===== src/rtl/row_req_encoder_8x3.sv =====
// row_req_encoder_8x3
//   Collects per-row access/refresh requests (one line per word line) into a
//   sticky pending vector and offers them one at a time as an encoded row
//   address to the 3x8 word-line decoder. Rows are served round-robin. Each
//   offer uses a valid/ready handshake. Back-to-back offers sustain one grant
//   per clock.
//
// Ports
//   clk         in   1       clock, all state on rising edge
//   rst         in   1       asynchronous active-high reset
//   en          in   1       block enable (0: ignore new req, start no new offer)
//   req         in   N_ROWS  request lines, bit i = row i
//   addr        out  ADDR_W  registered encoded row address on offer
//   addr_valid  out  1       registered, addr is a valid offer
//   addr_ready  in   1       consumer accepts addr
//   pending     out  N_ROWS  registered sticky request vector
//   busy        out  1       any row pending or an offer outstanding
//
// N_ROWS must equal 2**ADDR_W. The scan arithmetic relies on ADDR_W-bit
// wraparound to implement "mod N_ROWS".
module row_req_encoder_8x3 #(
  parameter int N_ROWS = 8,
  parameter int ADDR_W = 3
) (
  input  logic              clk,
  input  logic              rst,
  input  logic              en,
  input  logic [N_ROWS-1:0] req,
  output logic [ADDR_W-1:0] addr,
  output logic              addr_valid,
  input  logic              addr_ready,
  output logic [N_ROWS-1:0] pending,
  output logic              busy
);

  localparam logic [0:0] IDLE  = 1'b0;
  localparam logic [0:0] OFFER = 1'b1;

  logic [0:0]        state_reg, state_next;
  logic [N_ROWS-1:0] pending_reg, pending_next;
  logic [ADDR_W-1:0] ptr_reg, ptr_next;
  logic [ADDR_W-1:0] addr_reg, addr_next;
  logic              addr_valid_reg, addr_valid_next;

  logic [N_ROWS-1:0] addr_onehot;
  logic [N_ROWS-1:0] clr;
  logic [N_ROWS-1:0] rem;
  logic [ADDR_W-1:0] addr_inc;
  logic              handshake;

  // First set bit of v when scanning p, p+1, ... with wraparound.
  // Returns p when v is empty (callers never use that result).
  function automatic logic [ADDR_W-1:0] sel_fn(input logic [N_ROWS-1:0] v,
                                              input logic [ADDR_W-1:0] p);
    logic [ADDR_W-1:0] idx;
    logic              found;
    sel_fn = p;
    found  = 1'b0;
    for (int k = 0; k < N_ROWS; k++) begin
      idx = p + ADDR_W'(k);
      if (!found && v[idx]) begin
        sel_fn = idx;
        found  = 1'b1;
      end
    end
  endfunction

  genvar gi;
  generate
    for (gi = 0; gi < N_ROWS; gi++) begin : g_onehot
      assign addr_onehot[gi] = (addr_reg == ADDR_W'(gi));
    end
  endgenerate

  assign handshake = addr_valid_reg & addr_ready;
  assign clr       = handshake ? addr_onehot : '0;
  assign addr_inc  = addr_reg + ADDR_W'(1);
  // Remaining rows after the current grant. A request arriving on this same
  // edge is not in rem; the next cycle sees it through pending_reg.
  assign rem       = pending_reg & ~addr_onehot;

  always_comb begin
    // Set wins over clear, so a re-request of the granted row stays pending.
    pending_next    = (pending_reg & ~clr) | (req & {N_ROWS{en}});
    state_next      = state_reg;
    ptr_next        = ptr_reg;
    addr_next       = addr_reg;
    addr_valid_next = addr_valid_reg;

    case (state_reg)
      IDLE: begin
        if (en && (|pending_reg)) begin
          addr_next       = sel_fn(pending_reg, ptr_reg);
          addr_valid_next = 1'b1;
          state_next      = OFFER;
        end
      end
      OFFER: begin
        // Offer is held (even if en falls) until the consumer takes it.
        if (addr_ready) begin
          ptr_next = addr_inc;
          if (en && (|rem)) begin
            addr_next = sel_fn(rem, addr_inc);
          end else begin
            addr_valid_next = 1'b0;
            state_next      = IDLE;
          end
        end
      end
      default: begin
        addr_valid_next = 1'b0;
        state_next      = IDLE;
      end
    endcase
  end

  always_ff @(posedge clk or posedge rst) begin
    if (rst) begin
      state_reg      <= IDLE;
      pending_reg    <= '0;
      ptr_reg        <= '0;
      addr_reg       <= '0;
      addr_valid_reg <= 1'b0;
    end else begin
      state_reg      <= state_next;
      pending_reg    <= pending_next;
      ptr_reg        <= ptr_next;
      addr_reg       <= addr_next;
      addr_valid_reg <= addr_valid_next;
    end
  end

  assign addr       = addr_reg;
  assign addr_valid = addr_valid_reg;
  assign pending    = pending_reg;
  assign busy       = (|pending_reg) | addr_valid_reg;

endmodule

===== config.mk =====
export PLATFORM = sky130hd
export DESIGN_NAME = row_req_encoder_8x3
export DESIGN_NICKNAME = d
export VERILOG_FILES = /design/src/rtl/row_req_encoder_8x3.sv
export SDC_FILE = /design/constraint.sdc
export NUM_CORES = 1
export LEC_CHECK = 0
export ABC_AREA = 1
export BUFFER_PORTS_ARGS = -buffer_cell sky130_fd_sc_hd__buf_2
export CAP_MARGIN = 20
export CORE_UTILIZATION = 55
export CTS_BUF_LIST = sky130_fd_sc_hd__clkbuf_8
export DETAILED_ROUTE_END_ITERATION = 10
export PLACE_DENSITY = 0.86
export REMOVE_ABC_BUFFERS = 1
export SLEW_MARGIN = 20
export SYNTH_ARGS = -nofsm -noshare
export SYNTH_HDL_FRONTEND = slang
export SYNTH_SLANG_ARGS = --single-unit

===== constraint.sdc =====
create_clock -name clk -period 3.5 [get_ports clk]
set_clock_uncertainty 0.15 [all_clocks]
set_input_delay 0.525 -clock clk [delete_from_list [all_inputs] [get_ports clk]]
set_output_delay 0.525 -clock clk [all_outputs]
set_load 0.01 [all_outputs]

==> out/metrics.cfg <==
[outcome]
status=finished clean

[route]
drt_pass1_iterations=6
vias_per_cell=5.77
wire_per_inst_um=13.3
ant_nets=0
drc_errors=0
routed_wl_um=5990
vias=2603
first_iter_violations=163

[cells_and_area]
layout-drive-gt1-share_pct=17.2
nFillCells=377
largest_reg_flops=8
syn_to_final_growth_pct=8.51
diodes=0
nets=424

[timing]
clock.fmax_ghz=0.329
rsz0062_at_grt=no
post-route-min-period_ns=3.04
hold_viol=0
setup_viol=0
fin_crit_sh_pct=87.0
relSlewSlack_pct=58.8
finalMaxSlewViolations=0
finalSetupTns_ns=0
tightest_slew_ns=0.618

[floorplanning]
initial_utilization_pct=57.0
core_mm2=0.00400
row_count=23
die_area_mm2=0.00440
ios=25
fp.dieH_um=66.4
die_x_um=66.4

[clocking]
cts_tree=yes
cts_hold_buf=0
htreeDepth=1
numCtsBuffers=3
cts_repair_resize_count=0
cts_root_buf=clkbuf_8
cts_sinks=16
clock_path_buffers=2
path_clk_slew_ns=0.07
clock_latency_ns=0.26
postCtsSetupBuffers=0

[grt]
grt_max_degree=17
track_usage_pct=29.7
grt_pass1_vias=2360
grt_first_pass_wirelength_um=10100
antenna_found_initial=0
grt_remaining_overflow=0

[critical_path]
worstSetupEndpointType=flip-flop
critPathSlowestCell=dfrtp_1
critical_path_class=reg2reg
critical_path_required_ns=3.53
cpLargestDelayFamily=simple AND/OR/NAND/NOR gates
path_buf_inv=3
start_kind=flip-flop
cp.arrival_ns=3.07
crit_chain=inv_2, ha_1, inv_4, nand2_1, nand2_1, nand3_1, nand3_1, nand2_2, nor2_8, nand4_4, nor2_2, nand2_1, o21ai_1, inv_1, nand2_1, nand2_1, a21oi_2
path_common_cell=nand2_1
worstPathMaxFanout=10
critPathMaxStageDelay_ns=0.50

[synth]
ys_seq_area_share_pct=17.6
ys_async_sr_fraction_pct=100
synth_flop_cell=dfrtp_1
avgSynthCellArea_um2=6.03
syn_area_mm2=0.00228
netlist_instances=378
synth-seq-cells=16
ys_warn_count=0
yosysUniqueCellTypes=39
synth-edff-count=0

[hold_path]
hp-class=in2async

[run]
maxCapViolations=0

[place]
gp_congestion=0.989
dpl.hpwl_um=4620
numPortBuffers=24

[synth_stat cells, drive strengths merged, types with 2 or more instances]
cell type	n	area [µm²]
nor2	17	95.1
nand3	74	385
nand2	136	543
clkbuf	2	7.51
a21oi	21	109
o21ai	21	109
nand4	7	58.8
nand3b	3	26.3
ha	10	125
inv	46	178
dfrtp	16	400
a221o	2	20.0
nor3	2	21.3
buf	8	73.8
xnor2	5	66.3
[metal layers]
metal | vias to the layer above | track usage [%] | wire (µm)
met5 | - | 0 | 0
met4 | 0 | 12.0 | 167
met3 | 19 | 4.14 | 459
met2 | 130 | 51.3 | 2810
met1 | 1156 | 36.6 | 2550
li1 | 1298 | - | -
[per-stage QoR]
stage	worst slack (ns)	instances	hold WS [ns]	area (µm²)	utilization, %
after floorplan	0.585	368	0.289	2200	-
after global placement	0.576	447	0.422	2420	60.4
after detailed placement	0.551	447	0.430	2420	60.4
after CTS	0.517	451	0.205	2470	61.8
after global routing	0.217	451	0.254	2470	61.8
final	0.457	451	0.185	2470	61.8
[path summary, 6_finish.rpt]
kind	startpoint	endpoint	slack, ns	cells past startpoint
worst min-delay path	rst	pending[2]	0.19	2
worst min register to register	addr_valid	addr_valid	0.44	2
worst max-delay path	addr[0]	addr[1]	0.46	17
max in group asynchronous	rst	pending[5]	2.61	2
min in group clk	req[6]	pending[6]	0.33	3
worst max register to register	addr[0]	addr[1]	0.46	17
[worst register-to-register path: stages, from the launching register on]
cell and delay (ns):
dfrtp_1 0.50, inv_2 0.07, ha_1 0.49, inv_4 0.19, nand2_1 0.07, nand2_1 0.12
nand3_1 0.14, nand3_1 0.13, nand2_2 0.11, nor2_8 0.17, nand4_4 0.10, nor2_2 0.12
nand2_1 0.12, o21ai_1 0.14, inv_1 0.05, nand2_1 0.06, nand2_1 0.06, a21oi_2 0.18
[logic make-up after synthesis]
| logic type | count (synthesis) | share of synthesized area, % |
|---|---|---|
| flip-flops | 16 | 17.6 |
| adder cells (fa/ha/maj) | 10 | 5.49 |
| AO/OA/AOI/OAI | 50 | 12.4 |
| XOR/XNOR | 6 | 3.30 |
| AND/OR/NAND/NOR | 240 | 49.9 |
| buffers and inverters | 56 | 11.4 |
[cell usage in the layout, fill, tap and decap left out, drive strengths merged]
| master | synthesis | layout |
|---|---|---|
| nand2 | 136 | 136 |
| nand3 | 74 | 74 |
| inv | 46 | 46 |
| buf | 8 | 29 |
| a21oi | 21 | 21 |
| o21ai | 21 | 21 |
| nor2 | 17 | 17 |
| dfrtp | 16 | 16 |
| ha | 10 | 10 |
| nand4 | 7 | 7 |
| xnor2 | 5 | 5 |
| clkbuf | 2 | 4 |
| nand3b | 3 | 3 |
| a221o | 2 | 2 |
| nor3 | 2 | 2 |
| o211ai | 1 | 1 |
| a31oi | 1 | 1 |
| nor4 | 1 | 1 |
| a2111oi | 1 | 1 |
| xor2 | 1 | 1 |
| a311oi | 1 | 1 |
| o22ai | 1 | 1 |
| o21a | 1 | 1 |
[layout make-up]
type | count | area, µm² | share of cell area [%]
tap | 50 | 62.6 | 2.53
clock buffer | 4 | 55.1 | 2.23
timing repair buffer | 29 | 158 | 6.38
sequential | 16 | 400 | 16.2
multi-input combinational | 306 | 1620 | 65.5
inverter | 46 | 178 | 7.19
Power is left out: the tool's default activity adds up to more than one toggle a clock period on the data nets, which glitch-free logic cannot reach.
